## src/rtl/multicycle_ctrl.sv

```systemverilog
// -----------------------------------------------------------------------------
// multicycle_ctrl
//
// Control FSM for the multi-cycle 32-bit datapath. Each instruction walks
// through FETCH -> DECODE -> EXEC -> [MEM] -> WB, and one instruction retires
// on each pass. This block drives the imem/dmem request/acknowledge
// handshakes, the ALU operation select, the register-file read/write strobes
// and the PC update.
//
// Parameters
//   TIMEOUT  Maximum number of request-high cycles a memory access may wait
//            for its ack before the FSM enters ERR. 0 disables the timeout.
//   CNT_W    Width of the retired-instruction counter (wraps).
//
// Build option
//   MCTRL_ILLEGAL_TRAP_EN  When defined, an illegal opcode or R-type funct
//            traps to ERR with err_code=11. When undefined, it retires as a
//            NOP (DECODE -> WB, PC += 1, no register write).
//
// Ports
//   clk, reset          clock; synchronous active-high reset
//   run                 level: 1 = keep fetching instructions
//   opcode, funct       IR[31:26] and IR[5:0]
//   alu_zero            ALU result == 0 (sampled in EXEC for beq)
//   imem_ack, dmem_ack  memory acknowledges (ignored while the req is low)
//   imem_req, ir_load   instruction fetch request / IR load strobe
//   rf_re, rf_we        register-file read / write strobes
//   alu_op, alu_src_imm ALU op (00 ADD, 01 SUB, 10 AND, 11 OR) / B = imm
//   dmem_req, dmem_we   data-memory request / write enable
//   wb_sel_mem          write-back data from dmem (1) or ALU (0)
//   pc_en, pc_branch    PC update strobe / take branch offset
//   busy, err, err_code FSM status; err_code 01 fetch timeout,
//                       10 dmem timeout, 11 illegal instruction
//   retired             count of completed instructions
// -----------------------------------------------------------------------------
module multicycle_ctrl #(
    parameter int TIMEOUT = 16,
    parameter int CNT_W   = 16
) (
    input  logic             clk,
    input  logic             reset,
    input  logic             run,
    input  logic [5:0]       opcode,
    input  logic [5:0]       funct,
    input  logic             alu_zero,
    input  logic             imem_ack,
    input  logic             dmem_ack,
    output logic             imem_req,
    output logic             ir_load,
    output logic             rf_re,
    output logic [1:0]       alu_op,
    output logic             alu_src_imm,
    output logic             dmem_req,
    output logic             dmem_we,
    output logic             rf_we,
    output logic             wb_sel_mem,
    output logic             pc_en,
    output logic             pc_branch,
    output logic             busy,
    output logic             err,
    output logic [1:0]       err_code,
    output logic [CNT_W-1:0] retired
);

    // Timeout counter only has to reach TIMEOUT-1.
    localparam int TW = (TIMEOUT > 1) ? $clog2(TIMEOUT) + 1 : 1;

    typedef enum logic [2:0] {
        S_IDLE   = 3'd0,
        S_FETCH  = 3'd1,
        S_DECODE = 3'd2,
        S_EXEC   = 3'd3,
        S_MEM    = 3'd4,
        S_WB     = 3'd5,
        S_ERR    = 3'd6
    } state_t;

    // Instruction class latched in DECODE. C_NOP doubles as the reset value
    // and as the class of an illegal instruction retired as a NOP.
    localparam logic [2:0] C_NOP   = 3'd0;
    localparam logic [2:0] C_LOAD  = 3'd1;
    localparam logic [2:0] C_STORE = 3'd2;
    localparam logic [2:0] C_RTYPE = 3'd3;
    localparam logic [2:0] C_BEQ   = 3'd4;

    state_t           state_q, state_d;
    logic [2:0]       cls_q, cls_d;
    logic [1:0]       op_q, op_d;
    logic             imm_q, imm_d;
    logic             taken_q, taken_d;
    logic [TW-1:0]    tmo_q, tmo_d;
    logic [1:0]       err_code_q, err_code_d;
    logic [CNT_W-1:0] retired_q, retired_d;

    logic [2:0] dec_cls;
    logic [1:0] dec_op;
    logic       dec_imm;
    logic       dec_illegal;
    logic       tmo_last;

    // High during the TIMEOUT-th request cycle: an ack in this cycle is still
    // accepted, otherwise the access is abandoned.
    assign tmo_last = (TIMEOUT > 0) && (tmo_q == TW'(TIMEOUT - 1));

    // Instruction decode (only consumed in DECODE).
    always_comb begin
        dec_cls     = C_NOP;
        dec_op      = 2'b00;
        dec_imm     = 1'b0;
        dec_illegal = 1'b0;
        case (opcode)
            6'b100011: begin dec_cls = C_LOAD;  dec_op = 2'b00; dec_imm = 1'b1; end
            6'b101011: begin dec_cls = C_STORE; dec_op = 2'b00; dec_imm = 1'b1; end
            6'b000010: begin dec_cls = C_BEQ;   dec_op = 2'b01; dec_imm = 1'b0; end
            6'b000001: begin
                dec_cls = C_RTYPE;
                case (funct)
                    6'b100000: dec_op = 2'b00;
                    6'b100010: dec_op = 2'b01;
                    6'b100100: dec_op = 2'b10;
                    6'b100101: dec_op = 2'b11;
                    default: begin
                        dec_cls     = C_NOP;
                        dec_illegal = 1'b1;
                    end
                endcase
            end
            default: dec_illegal = 1'b1;
        endcase
    end

    // State and datapath-control registers.
    always_ff @(posedge clk) begin
        if (reset) begin
            state_q    <= S_IDLE;
            cls_q      <= C_NOP;
            op_q       <= 2'b00;
            imm_q      <= 1'b0;
            taken_q    <= 1'b0;
            tmo_q      <= '0;
            err_code_q <= 2'b00;
            retired_q  <= '0;
        end else begin
            state_q    <= state_d;
            cls_q      <= cls_d;
            op_q       <= op_d;
            imm_q      <= imm_d;
            taken_q    <= taken_d;
            tmo_q      <= tmo_d;
            err_code_q <= err_code_d;
            retired_q  <= retired_d;
        end
    end

    // Next-state logic.
    always_comb begin
        state_d    = state_q;
        cls_d      = cls_q;
        op_d       = op_q;
        imm_d      = imm_q;
        taken_d    = taken_q;
        err_code_d = err_code_q;
        retired_d  = retired_q;
        // Outside FETCH/MEM the counter sits at zero, so it starts fresh on
        // every entry to a request state.
        tmo_d      = '0;
        case (state_q)
            S_IDLE: begin
                if (run) state_d = S_FETCH;
            end
            S_FETCH: begin
                tmo_d = tmo_q + 1'b1;
                if (imem_ack) begin
                    state_d = S_DECODE;
                end else if (tmo_last) begin
                    state_d    = S_ERR;
                    err_code_d = 2'b01;
                end
            end
            S_DECODE: begin
                cls_d = dec_cls;
                op_d  = dec_op;
                imm_d = dec_imm;
                if (dec_illegal) begin
`ifdef MCTRL_ILLEGAL_TRAP_EN
                    state_d    = S_ERR;
                    err_code_d = 2'b11;
`else
                    state_d    = S_WB;
`endif
                end else begin
                    state_d = S_EXEC;
                end
            end
            S_EXEC: begin
                taken_d = (cls_q == C_BEQ) && alu_zero;
                if (cls_q == C_LOAD || cls_q == C_STORE) state_d = S_MEM;
                else                                     state_d = S_WB;
            end
            S_MEM: begin
                tmo_d = tmo_q + 1'b1;
                if (dmem_ack) begin
                    state_d = S_WB;
                end else if (tmo_last) begin
                    state_d    = S_ERR;
                    err_code_d = 2'b10;
                end
            end
            S_WB: begin
                retired_d = retired_q + 1'b1;
                state_d   = run ? S_FETCH : S_IDLE;
            end
            S_ERR: state_d = S_ERR;
            default: state_d = S_IDLE;
        endcase
    end

    // Output decode.
    always_comb begin
        imem_req    = 1'b0;
        ir_load     = 1'b0;
        rf_re       = 1'b0;
        alu_op      = 2'b00;
        alu_src_imm = 1'b0;
        dmem_req    = 1'b0;
        dmem_we     = 1'b0;
        rf_we       = 1'b0;
        wb_sel_mem  = 1'b0;
        pc_en       = 1'b0;
        pc_branch   = 1'b0;
        busy        = (state_q != S_IDLE) && (state_q != S_ERR);
        err         = (state_q == S_ERR);
        err_code    = err_code_q;
        retired     = retired_q;
        // ALU controls hold the last decoded values; IDLE shows all zeros.
        if (state_q != S_IDLE) begin
            alu_op      = op_q;
            alu_src_imm = imm_q;
        end
        case (state_q)
            S_FETCH: begin
                imem_req = 1'b1;
                ir_load  = imem_ack;
            end
            S_DECODE: rf_re = 1'b1;
            S_MEM: begin
                dmem_req = 1'b1;
                dmem_we  = (cls_q == C_STORE);
            end
            S_WB: begin
                pc_en      = 1'b1;
                pc_branch  = (cls_q == C_BEQ) && taken_q;
                rf_we      = (cls_q == C_LOAD) || (cls_q == C_RTYPE);
                wb_sel_mem = (cls_q == C_LOAD);
            end
            default: ;
        endcase
    end

endmodule
```

## config.mk

```make
export PLATFORM = sky130hd
export DESIGN_NAME = multicycle_ctrl
export DESIGN_NICKNAME = d
export VERILOG_FILES = /design/src/rtl/multicycle_ctrl.sv
export SDC_FILE = /design/constraint.sdc
export NUM_CORES = 1
export LEC_CHECK = 0
export CORE_MARGIN = 2
export CORE_UTILIZATION = 51
export CTS_BUF_LIST = sky130_fd_sc_hd__clkbuf_16
export DETAILED_ROUTE_END_ITERATION = 10
export PLACE_DENSITY_LB_ADDON = 0.3
export SLEW_MARGIN = 30
export SYNTH_ARGS = -nofsm -noshare
export SYNTH_HDL_FRONTEND = slang
export SYNTH_SLANG_ARGS = --single-unit
```

## constraint.sdc

```tcl
create_clock -name clk -period 4.5 [get_ports clk]
set_input_delay 0.45 -clock clk [delete_from_list [all_inputs] [get_ports clk]]
set_output_delay 0.45 -clock clk [all_outputs]
set_load 0.01 [all_outputs]
```

==> impl_metrics.csv <==
group,metric,value,unit
critical_path,r2r_slack,2.57,ns
sta,min_period_over_period,60.8,%
die,coreArea,0.00331,mm²
pwr,p_total,687,µW
pwr,vdd_ir_drop_max,0.247,mV
die,start_util,52.3,%
place,io_buffers,49,
global_routing,track_usage,21.0,%
clock_network,numCtsBuffers,5,
sta,setup_viol_count_final,0,
final_layout,antenna_cells,0,
synthesis,synth_cell_types,45,
sta,finalSetupTns,0,ns
global_routing,grt_remaining_overflow,0,
synthesis,yosysSeqAreaShare,38.1,%
critical_path,cp_top_family,"buffers and inverters",
critical_path,critPathBufInv,3,
sta,setup_ws,1.76,ns
drt,ant_nets,0,
place,hpwlAfterDp,2.84,mm
clock_network,cts-root-to-sink-buffers,2,
final_layout,area_delta_synth_final,37.4,%
run,drv_cap,0,
global_routing,antenna_found_initial,0,
die,rows,21,
clock_network,clkTransAtPathRegs,0.05,ns
drt,viasPerCell,5.64,
synthesis,syn-num-nets,231,
clock_network,cts_setup_buffers,0,
die,die_x,62.3,µm
drt,vias,1710,
critical_path,cp-end-kind,"output port",
synthesis,synth_edf_count,0,
drt,first_pass_iters,4,
synthesis,netlist_top_cells_area,"dfxtp_1, a21oi_1, nor2_1",
critical_path,cp-start-kind,"flop",
worst_hold_path,hold_class,"reg -> reg",
clock_network,htreeDepth,2,
clock_network,clkSinkCount,33,
die,die-area,0.00388,mm²
synthesis,synth.avg_cell_area,8.25,µm²
sta,worst_pin_slew,0.523,ns
final_layout,fin_cells,303,
critical_path,path_class,"reg -> out",
synthesis,yosys_warnings,0,
final_layout,nNetsFinal,277,
sta,min_period,2.74,ns
place,routabilityCongestion,0.772,
global_routing,grt_pass1_wl,6.53,mm
pwr,leakagePower,0.000808,µW
sta,slew_headroom,64.7,%
pwr,p_per_area,289,mW/mm²
sta,fmax,366,MHz
drt,finalWirelength,3.86,mm
clock_network,cts_resized,0,
synthesis,netlist_instances,210,
place,dp.cells,295,
critical_path,required,4.05,ns
sta,hold_violations,0,
sta,rsz0062_at_grt,"false",
clock_network,cts_root_buffer,"clkbuf_16",
clock_network,clk_latency,0.28,ns
sta,fin_worst_skew,0.00409,ns
synthesis,synth_top_cell_by_area,"dfxtp_1",
die,io_pins,50,
synthesis,async_flop_share,0,%
synthesis,synthDominantCellAreaShare,38.1,%
place,place_ws,2.04,ns
synthesis,ys_ff_latch,33,
critical_path,arrival,2.29,ns
die,die_h,62.3,µm
clock_network,cts_tree,"done",
outcome,status,"complete, no violations",
synthesis,synth-main-ff-cell,"dfxtp_1",
final_layout,final_core_util,71.9,%
sta,drv_slew,0,
synthesis,synthesis.area,0.00173,mm²
final_layout,drive_gt1_share,7.78,%
critical_path,cpPeakStageDelay,0.57,ns
critical_path,cp_cell_sequence,"inv_2, or3_1, inv_1, clkdlybuf4s50_1",
drt,drc,0,
critical_path,path_max_fanout,13,
critical_path,cp_slowest_cell,"clkdlybuf4s50_1",
global_routing,grt_max_degree,28,
drt,drt-initial-drc-count,62,
clock_network,cts.hold.buffers_added,0,
drt,wl_per_cell,12.7,µm
global_routing,grt_pass1_vias,1572,
-- worst paths after layout --
kind / start / endpoint / cells past startpoint
max: state_q[1] / rf_re / 4
min: tmo_q[0] / tmo_q[0] / 1
max reg2reg: state_q[1] / cls_q[1] / 5
min reg2reg: tmo_q[0] / tmo_q[0] / 1
-- cell type report --
cell class | count | area [µm²]
multi-input cells | 159 | 1000
inverters | 8 | 30.0
flip-flops and latches | 33 | 661
clock inverters | 3 | 17.5
fillers | 296 | 930
clock buffers | 5 | 125
well taps | 46 | 57.6
repair buffers | 49 | 485
-- stage by stage --
step	hold slack, ns	cell area [µm²]
final	0.455	2380
after detailed placement	0.447	2240
after floorplan	0.418	1730
after global placement	0.432	2240
after CTS	0.458	2390
after global routing	0.478	2380
-- logic make-up (layout without fill, tap and decap cells) --
logic type | after synthesis | count (layout) | synth area share (%)
buffers and inverters | 18 | 65 | 3.90
flip-flops | 33 | 33 | 38.1
AO/OA/AOI/OAI | 45 | 45 | 17.0
AND/OR/NAND/NOR | 98 | 98 | 32.1
XOR/XNOR | 12 | 12 | 6.06
multiplexers | 1 | 1 | 0.650
adder cells (fa/ha/maj) | 3 | 3 | 2.17
-- Yosys cell counts, drive strengths merged, types with 2 or more instances --
cell	n
or3	3
nand3	9
nand2b	6
dfxtp	33
nor2b	6
o31ai	4
and2	3
or4b	2
a221oi	2
xor2	8
nand4	7
nor3	6
ha	3
nor3b	3
clkbuf	10
inv	8
and3	7
nor2	19
o21ai	6
or4	6
xnor2	4
a31oi	4
nand2	13
nor4	2
a21oi	18
-- power breakdown --
part / leakage (µW) / switching, µW / total (µW) / internal, µW
sequential: 0.000266 / 6.45 / 302 / 296
combinational: 0.000472 / 29.2 / 61.9 / 32.8
clock: 0.0000696 / 121 / 323 / 202
-- cell usage in the layout, fill, tap and decap left out, drive strengths merged, types with 2 or more instances in the layout --
master | netlist | layout
xnor2 | 4 | 4
nor2 | 19 | 19
nand2b | 6 | 6
and3 | 7 | 7
o21ai | 6 | 6
ha | 3 | 3
nor4 | 2 | 2
nor2b | 6 | 6
a21oi | 18 | 18
clkinv | 0 | 2
nand2 | 13 | 13
xor2 | 8 | 8
or4b | 2 | 2
clkdlybuf4s50 | 0 | 48
or3 | 3 | 3
a221oi | 2 | 2
nand3 | 9 | 9
a31oi | 4 | 4
o31ai | 4 | 4
nor3 | 6 | 6
or4 | 6 | 6
nor3b | 3 | 3
nand4 | 7 | 7
and2 | 3 | 3
clkbuf | 10 | 5
dfxtp | 33 | 33
inv | 8 | 8
-- flip-flops by register name, indices dropped and copies added, names as in the netlist --
register / count
taken_q: 1
imm_q: 1
retired: 16
err_code: 2
cls_q: 3
op_q: 2
tmo_q: 5
state_q: 3
-- routing by layer --
metal,vias to the layer above,wire [µm],track usage [%]
li1,854,-,-
met2,58,1860,36.3
met5,-,0,0
met4,0,116,12.2
met3,10,195,5.80
met1,788,1680,23.2
-- worst register-to-register path, stage by stage, from the launching register on --
cell	delay, ns
dfxtp_1	0.56
inv_2	0.13
or3_1	0.54
inv_1	0.21
nand2_1	0.13
a221oi_2	0.28
No activity file was read; power rests on OpenSTA's default activity.
